**src/rtl/rom_fetch_ctrl.sv**
```systemverilog
// Streams a programmed address range of a combinational ROM into a small output FIFO.
// Optional ROM_FETCH_WRAP_EN: addresses wrap past the top of the ROM instead of raising an error.
module rom_fetch_ctrl #(
  parameter int ADDR_WIDTH = 5,
  parameter int DATA_WIDTH = 16,
  parameter int FIFO_DEPTH = 2
) (
  input  logic                  clk_i,
  input  logic                  rst_i,
  input  logic                  start_i,
  input  logic                  abort_i,
  input  logic [ADDR_WIDTH-1:0] base_addr_i,
  input  logic [ADDR_WIDTH:0]   len_i,
  output logic                  busy_o,
  output logic                  done_o,
  output logic                  err_o,
  output logic [ADDR_WIDTH-1:0] rom_addr_o,
  input  logic [DATA_WIDTH-1:0] rom_data_i,
  input  logic                  rom_error_i,
  output logic                  m_valid_o,
  output logic [DATA_WIDTH-1:0] m_data_o,
  output logic                  m_last_o,
  input  logic                  m_ready_i
);
  localparam int PW = $clog2(FIFO_DEPTH);

  typedef enum logic [1:0] {IDLE, FETCH, DRAIN} state_e;

  state_e                state_q, state_d;
  logic [ADDR_WIDTH-1:0] addr_q, addr_d;
  logic [ADDR_WIDTH:0]   remain_q, remain_d;
  logic                  err_q, err_d;
  logic                  done_q, done_d;
  logic [DATA_WIDTH-1:0] mem_data_q [FIFO_DEPTH];
  logic                  mem_last_q [FIFO_DEPTH];
  logic [PW-1:0]         wptr_q, rptr_q;
  logic [PW:0]           count_q;
  logic                  full, pop, fetch_try, fetch_err, push, flush, range_err;

  // A full FIFO can still take a word when the head leaves in the same cycle.
  assign full      = (count_q == (PW+1)'(FIFO_DEPTH));
  assign pop       = m_valid_o && m_ready_i;
  assign fetch_try = (state_q == FETCH) && (!full || pop);
  assign fetch_err = fetch_try && (rom_error_i || range_err);
  assign push      = fetch_try && !fetch_err;
  assign flush     = abort_i || fetch_err;

`ifdef ROM_FETCH_WRAP_EN
  assign range_err = 1'b0;
`else
  logic oob_q;

  // Armed after fetching the top word with more to go; the next fetch attempt faults.
  always_ff @(posedge clk_i or posedge rst_i) begin
    if (rst_i) begin
      oob_q <= 1'b0;
    end else if (flush || state_q != FETCH) begin
      oob_q <= 1'b0;
    end else if (push && addr_q == '1 && remain_q > (ADDR_WIDTH+1)'(1)) begin
      oob_q <= 1'b1;
    end
  end

  assign range_err = oob_q;
`endif

  always_ff @(posedge clk_i or posedge rst_i) begin
    if (rst_i) state_q <= IDLE;
    else       state_q <= state_d;
  end

  always_comb begin
    state_d  = state_q;
    addr_d   = addr_q;
    remain_d = remain_q;
    err_d    = err_q;
    done_d   = 1'b0;
    if (abort_i) begin
      state_d = IDLE;
    end else begin
      case (state_q)
        IDLE: begin
          if (start_i) begin
            addr_d   = base_addr_i;
            remain_d = len_i;
            err_d    = 1'b0;
            if (len_i == '0) done_d = 1'b1;
            else             state_d = FETCH;
          end
        end
        FETCH: begin
          if (fetch_err) begin
            err_d   = 1'b1;
            done_d  = 1'b1;
            state_d = IDLE;
          end else if (push) begin
            addr_d   = addr_q + ADDR_WIDTH'(1);
            remain_d = remain_q - (ADDR_WIDTH+1)'(1);
            if (remain_q == (ADDR_WIDTH+1)'(1)) state_d = DRAIN;
          end
        end
        DRAIN: begin
          if (pop && m_last_o) begin
            done_d  = 1'b1;
            state_d = IDLE;
          end
        end
        default: state_d = IDLE;
      endcase
    end
  end

  always_comb begin
    busy_o     = (state_q == FETCH) || (state_q == DRAIN);
    done_o     = done_q;
    err_o      = err_q;
    rom_addr_o = addr_q;
    m_valid_o  = (count_q != '0);
    m_data_o   = mem_data_q[rptr_q];
    m_last_o   = mem_last_q[rptr_q];
  end

  always_ff @(posedge clk_i or posedge rst_i) begin
    if (rst_i) begin
      addr_q   <= '0;
      remain_q <= '0;
      err_q    <= 1'b0;
      done_q   <= 1'b0;
    end else begin
      addr_q   <= addr_d;
      remain_q <= remain_d;
      err_q    <= err_d;
      done_q   <= done_d;
    end
  end

  always_ff @(posedge clk_i or posedge rst_i) begin
    if (rst_i) begin
      wptr_q  <= '0;
      rptr_q  <= '0;
      count_q <= '0;
      for (int i = 0; i < FIFO_DEPTH; i++) begin
        mem_data_q[i] <= '0;
        mem_last_q[i] <= 1'b0;
      end
    end else if (flush) begin
      wptr_q  <= '0;
      rptr_q  <= '0;
      count_q <= '0;
    end else begin
      if (push) begin
        mem_data_q[wptr_q] <= rom_data_i;
        mem_last_q[wptr_q] <= (remain_q == (ADDR_WIDTH+1)'(1));
        wptr_q             <= wptr_q + PW'(1);
      end
      if (pop) rptr_q <= rptr_q + PW'(1);
      case ({push, pop})
        2'b10:   count_q <= count_q + (PW+1)'(1);
        2'b01:   count_q <= count_q - (PW+1)'(1);
        default: count_q <= count_q;
      endcase
    end
  end
endmodule
```
**config.mk**
```make
export PLATFORM = sky130hd
export DESIGN_NAME = rom_fetch_ctrl
export DESIGN_NICKNAME = d
export VERILOG_FILES = /design/src/rtl/rom_fetch_ctrl.sv
export SDC_FILE = /design/constraint.sdc
export NUM_CORES = 1
export LEC_CHECK = 0
export BUFFER_PORTS_ARGS = -buffer_cell sky130_fd_sc_hd__buf_2
export CAP_MARGIN = 20
export CORE_AREA = 10 10 93 95
export DETAILED_ROUTE_END_ITERATION = 6
export DIE_AREA = 0 0 103 105
export SLEW_MARGIN = 20
export SYNTH_ARGS = -nofsm -noshare
export SYNTH_HDL_FRONTEND = slang
export SYNTH_SLANG_ARGS = --single-unit
```
**constraint.sdc**
```tcl
create_clock -name clk_i -period 1.9 [get_ports clk_i]
set_clock_uncertainty 0.1 [all_clocks]
set_input_delay 0.38 -clock clk_i [delete_from_list [all_inputs] [get_ports clk_i]]
set_output_delay 0.38 -clock clk_i [all_outputs]
set_load 0.005 [all_outputs]
```
==> reports/metrics.yaml, run 1 <==
area_growth_pct: 38.6
vias: 2123
synth_area_leaders: "dfrtp_1 49%, mux2_1 11%, mux2_2 9.3%"
syn-num-nets: 280
synthFlopType: "dfrtp_1"
wl_um: 6620
critPathCaptureType: "register"
die_h_um: 105
nNetsFinal: 374
htreeDepth: 2
min_period_over_period_pct: 101
drt_iter0_markers: 77
clockRootBuffer: "clkbuf_8"
holdCritPathClass: "in -> async"
yosysTopAreaCell: "dfrtp_1"
core-area_um2: 6760
synth_cell_type_count: 41
irDropWorstVdd_uv: 558
initial_core_util_pct: 41.1
drive_gt1_share_pct: 47.4
min_period_ps: 1910
pre_cts_ws_ps: -246
diodes: 0
ys_ff_latch: 54
die_area_um2: 10800
p_leak_nw: 1.86
clock.fmax_mhz: 522
worst-endpoint-required_ps: 2040
synth.avg_cell_area_um2: 11.7
p_total_mw: 4.51
final.fill_count: 585
relSlewSlack_pct: 66.0
clk_latency_ps: 300
cts_tree: "done"
post-route-worst-setup-slack_ps: -14.9
clkTransAtPathRegs_ps: 100
grtUsageTotal_pct: 12.0
rsz0062_at_grt: "true"
finalHoldViolations: 0
clockBufferDepth: 2
async_flop_share_pct: 100
critPathMaxFanout: 4
num_rows: 30
ant_nets: 0
post_drt_wl_per_cell_um: 16.0
overflow: 0
critPathKind: "reg -> reg"
powerDensity_nw_per_um2: 1170
hpwlAfterDp_um: 4540
hold_buffers: 0
syn_area_um2: 2780
numCtsBuffers: 5
ys_seq_area_share_pct: 48.6
firstDrtPassIters: 4
grt_pass1_vias: 2214
maxCapViolCount: 0
final_common_cell: "dfrtp_1"
grt_max_degree: 55
io_pins: 59
antenna_found_initial: 0
synth_cells: 238
viasPerCell: 5.14
io_buffer_count: 58
layout_common_cells: "53 x dfrtp_1, 43 x buf_2, 27 x buf_4"
cts.sinks: 54
finalMaxSlewViolations: 0
worst_pin_slew_ps: 505
outcome: "finished, violations left"
violations: "setup timing"
die_w_um: 103
grt_pass1_wl_um: 10700
gp_congestion: 0.803
worstPathArrival_ps: 2060
synth_top_area_share_pct: 48.6
ys_warn_count: 0
synth_edf_count: 0
setup_viol: 1
worstSetupStartpointType: "register"
drc: 0
## area by class of cell
cell class / count / area (um2) / share of cell area, %
Multi-Input combinational cell: 167 / 1510 / 39.1
Tap cell: 80 / 100 / 2.60
Sequential cell: 54 / 1350 / 35.1
Clock inverter: 2 / 16.3 / 0.422
Inverter: 9 / 33.8 / 0.877
Timing Repair Buffer: 95 / 762 / 19.8
Clock buffer: 6 / 82.6 / 2.14
## report_power, final
group	internal, mW	switching (mW)
sequential	1.56	0.268
combinational	1.23	0.765
clock	0.301	0.391
## per-layer routing
metal	vias to the layer above	global-route usage, %	wire (um)
met5	-	0	0
li1	1046	-	-
met2	49	18.8	3180
met1	1024	16.0	3120
met4	0	2.98	38
met3	4	3.03	281
## synth_stat cells, drive strengths merged (2+ instances only)
cell and count:
a21oi 12, a221oi 2, a31oi 2, and3 2
buf 5, clkbuf 4, dfrtp 54, ha 9
inv 9, mux2 51, mux2i 6, nand2 14
nand2b 2, nand3 10, nand4 3, nor2 11
nor2b 2, nor3 5, nor3b 2, nor4 2
o211ai 2, o21ai 14, o22ai 4, xor2 2
## per-stage QoR
stage | util (%) | instances | instance area, um2 | setup TNS, ps | hold slack, ps
after floorplan | - | 238 | 2790 | -105 | 354
after global placement | 49.6 | 398 | 3350 | -7410 | 357
after detailed placement | 49.6 | 398 | 3350 | -8320 | 359
after CTS | 52.4 | 410 | 3540 | -39.0 | 15.7
after global routing | 57.0 | 413 | 3850 | -565 | 25.1
final | 57.0 | 413 | 3850 | -14.9 | 5.33
## registers in the layout, indices dropped and copies added, names as in the netlist
| signal | cells |
|---|---|
| rptr_q | 1 |
| mem_last_q | 2 |
| state_q | 2 |
| err_o | 1 |
| done_o | 1 |
| mem_data_q | 32 |
| rom_addr_o | 5 |
| count_q | 2 |
| remain_q | 6 |
| wptr_q | 1 |
| oob_q | 1 |
## final timing paths
path | startpoint | to | slack, ps | cells after the start
worst max-delay path | rptr_q$_DFFE_PP0P_ | state_q[0]$_DFFE_PP0P_ | -10 | 5
worst min-delay path | rst_i | mem_data_q[4]$_DFFE_PP0P_ | 5 | 3
worst max register to register | rptr_q$_DFFE_PP0P_ | state_q[0]$_DFFE_PP0P_ | -10 | 5
worst min register to register | mem_data_q[18]$_DFFE_PP0P_ | mem_data_q[18]$_DFFE_PP0P_ | 400 | 1
max in group asynchronous | rst_i | rptr_q$_DFFE_PP0P_ | 1420 | 3
min in group clk_i | rom_data_i[7] | mem_data_q[23]$_DFFE_PP0P_ | 200 | 2
## critical path: stages (launching register included)
cell     delay [ps]
dfrtp_2         490
mux2_4          240
nand3_2         100
a211o_1         320
or4b_1          510
nand3_1          90
## cells by family after synthesis
family	after synthesis	share of synthesized area (%)
simple gates	58	11.5
fa+ha+maj	9	4.05
mux	57	23.0
flops	54	48.6
compound gates	39	8.24
buf+inv	18	3.65
xor+xnor	3	0.946
## what timing repair did
action	CTS	global route
setup endpoints to repair	60	47
endpoints found under the hold margin	0	0
setup buffers	3	3
gates cloned	1	2
pin swaps	5	6
resized for setup	10	54
Power figures use the tool's default switching activity.
==> run 2, diff against run 1 <==
--- a/config.mk
+++ b/config.mk
@@ -7,9 +7,10 @@
 export LEC_CHECK = 0
 export BUFFER_PORTS_ARGS = -buffer_cell sky130_fd_sc_hd__buf_2
 export CAP_MARGIN = 20
-export CORE_AREA = 10 10 93 95
+export CORE_AREA = 10 10 78 113
 export DETAILED_ROUTE_END_ITERATION = 6
-export DIE_AREA = 0 0 103 105
+export DIE_AREA = 0 0 88 123
+export PLACE_DENSITY = 0.65
 export SLEW_MARGIN = 20
 export SYNTH_ARGS = -nofsm -noshare
 export SYNTH_HDL_FRONTEND = slang
==> run 2 against run 1 <==
Against the previous run: the flow now finishes without violations; maximum frequency grew 2.4%; core utilization shrank 1.9 points; largest cell class unchanged; first-iteration DRC count grew 13%; combinational power shrank 12%.
==> reports/metrics.yaml, run 2 (synthesis results as in run 1) <==
cts.sinks: 54
slowest_stage: "dfrtp_1"
route.met3.wl_um: 419
wl_um: 6840
outcome: "finished clean"
die_h_um: 123
final_common_cell: "buf_2"
final.fill_count: 596
htreeDepth: 2
worstPathArrival_ps: 1960
io_pins: 59
drive_gt1_share_pct: 45.9
rsz0062_at_grt: "true"
setup_viol: 0
maxCapViolCount: 0
holdCritPathClass: "in -> async"
numCtsBuffers: 5
num_rows: 37
hold_buffers: 0
critPathKind: "reg -> reg"
largest_reg_flops: 32
die_w_um: 88
viasPerCell: 5.28
finalHoldViolations: 0
vias: 2205
cts_tree: "done"
layout_common_cells: "58 x buf_2, 53 x dfrtp_1, 34 x buf_4"
pre_cts_ws_ps: -276
critPathCaptureType: "register"
grt_pass1_vias: 2439
grt_max_degree: 55
gp_congestion: 0.827
drc: 0
max_stage_delay_ps: 430
overflow: 0
post-route-worst-setup-slack_ps: 30.2
path_cells: "buf_12 -> ha_4 -> nand3_1 -> nor3_4 -> buf_12 -> clkbuf_16 -> mux2_1"
core-area_um2: 6810
hpwlAfterDp_um: 4970
io_buffer_count: 58
finalInstanceArea_um2: 3750
antenna_found_initial: 0
wl_met1_um: 2730
grt_pass1_wl_um: 11200
clk_latency_ps: 300
routed.top_layer: "met4"
worst-endpoint-required_ps: 1990
ant_nets: 0
min_period_ps: 1870
p_leak_nw: 1.81
place_area_um2: 3350
worst_pin_slew_ps: 472
die_area_um2: 10800
worstSetupStartpointType: "register"
area_growth_pct: 35.1
irDropWorstVdd_uv: 497
whs_ps: 14.8
nNetsFinal: 381
wl_met2_um: 3590
clockBufferDepth: 2
critPathMaxFanout: 8
drt_iter0_markers: 87
min_period_over_period_pct: 98.4
cpMostUsedCell: "buf_12"
diodes: 0
clkTransAtPathRegs_ps: 100
powerDensity_nw_per_um2: 1120
grtUsageTotal_pct: 12.6
initial_core_util_pct: 40.8
clock.fmax_mhz: 535
post_drt_wl_per_cell_um: 16.4
firstDrtPassIters: 4
finalMaxSlewViolations: 0
utilization_pct: 55.2
largest-register: "mem_data_q"
relSlewSlack_pct: 68.2
clockRootBuffer: "clkbuf_8"
run 2: cell types whose count changed in the layout (fill, tap and decap cells not counted), sizes merged:
cell and change:
clkinv +2, inv -1, bufbuf +1, buf +7, nand3 -1, clkbuf -1
run 2: report_power, final:
part	total, mW	switching (mW)	leakage (nW)	internal (mW)
Sequential	1.81	0.249	0.683	1.56
Combinational	1.75	0.745	1.08	1.00
Clock	0.651	0.391	0.0441	0.260
Total	4.21	1.38	1.81	2.82
run 2: repair_timing:
item / CTS / global route
endpoints found under the setup margin: 60 / 38
pin swaps: 7 / 5
gates resized for setup: 18 / 6
cloned: 1 / 2
buffers inserted: 7 / 5
run 2: worst max-delay path: cells and delay by family (launching register included):
kind | cells | cell delay, ps
DFF | 1 | 430
muxes | 1 | 320
and+or+nand+nor | 2 | 330
buffers and inverters | 3 | 420
adders and majority gates | 1 | 150
run 2: layout make-up:
class	instances	area (um2)	area share, %
Clock buffer	5	68.8	1.83
Clock inverter	3	21.3	0.567
Inverter	9	33.8	0.900
Multi-Input combinational cell	166	1410	37.4
Sequential cell	54	1350	36.0
Tap cell	78	97.6	2.60
Timing Repair Buffer	103	774	20.6
run 2: stage by stage:
| step | total power, mW | instances | TNS [ps] |
|---|---|---|---|
| 2_1_floorplan | 2.74 | 238 | -105 |
| 3_3_place_gp | 3.34 | 396 | -6740 |
| 3_5_place_dp | 3.40 | 396 | -7590 |
| 4_1_cts | 4.21 | 411 | 0 |
| 5_1_grt | 4.56 | 418 | -644 |
| 6_report | 4.21 | 418 | 0 |
run 2: layer usage:
metal / global-route usage (%) / vias to the layer above
met5: 0 / -
met4: 3.90 / 0
met3: 3.55 / 9
met2: 22.8 / 71
met1: 13.7 / 1066
li1: - / 1059
run 2: worst paths after layout:
kind	slack (ps)	start	cells past startpoint	to
worst max-delay path	30	state_q[0]$_DFFE_PP0P_	7	mem_data_q[17]$_DFFE_PP0P_
worst min-delay path	10	rst_i	3	count_q[1]$_DFFE_PP0P_
worst max register to register	30	state_q[0]$_DFFE_PP0P_	7	mem_data_q[17]$_DFFE_PP0P_
worst min register to register	390	mem_data_q[24]$_DFFE_PP0P_	1	mem_data_q[24]$_DFFE_PP0P_
max in group asynchronous	1440	rst_i	3	rptr_q$_DFFE_PP0P_
min in group clk_i	200	rom_data_i[14]	2	mem_data_q[14]$_DFFE_PP0P_
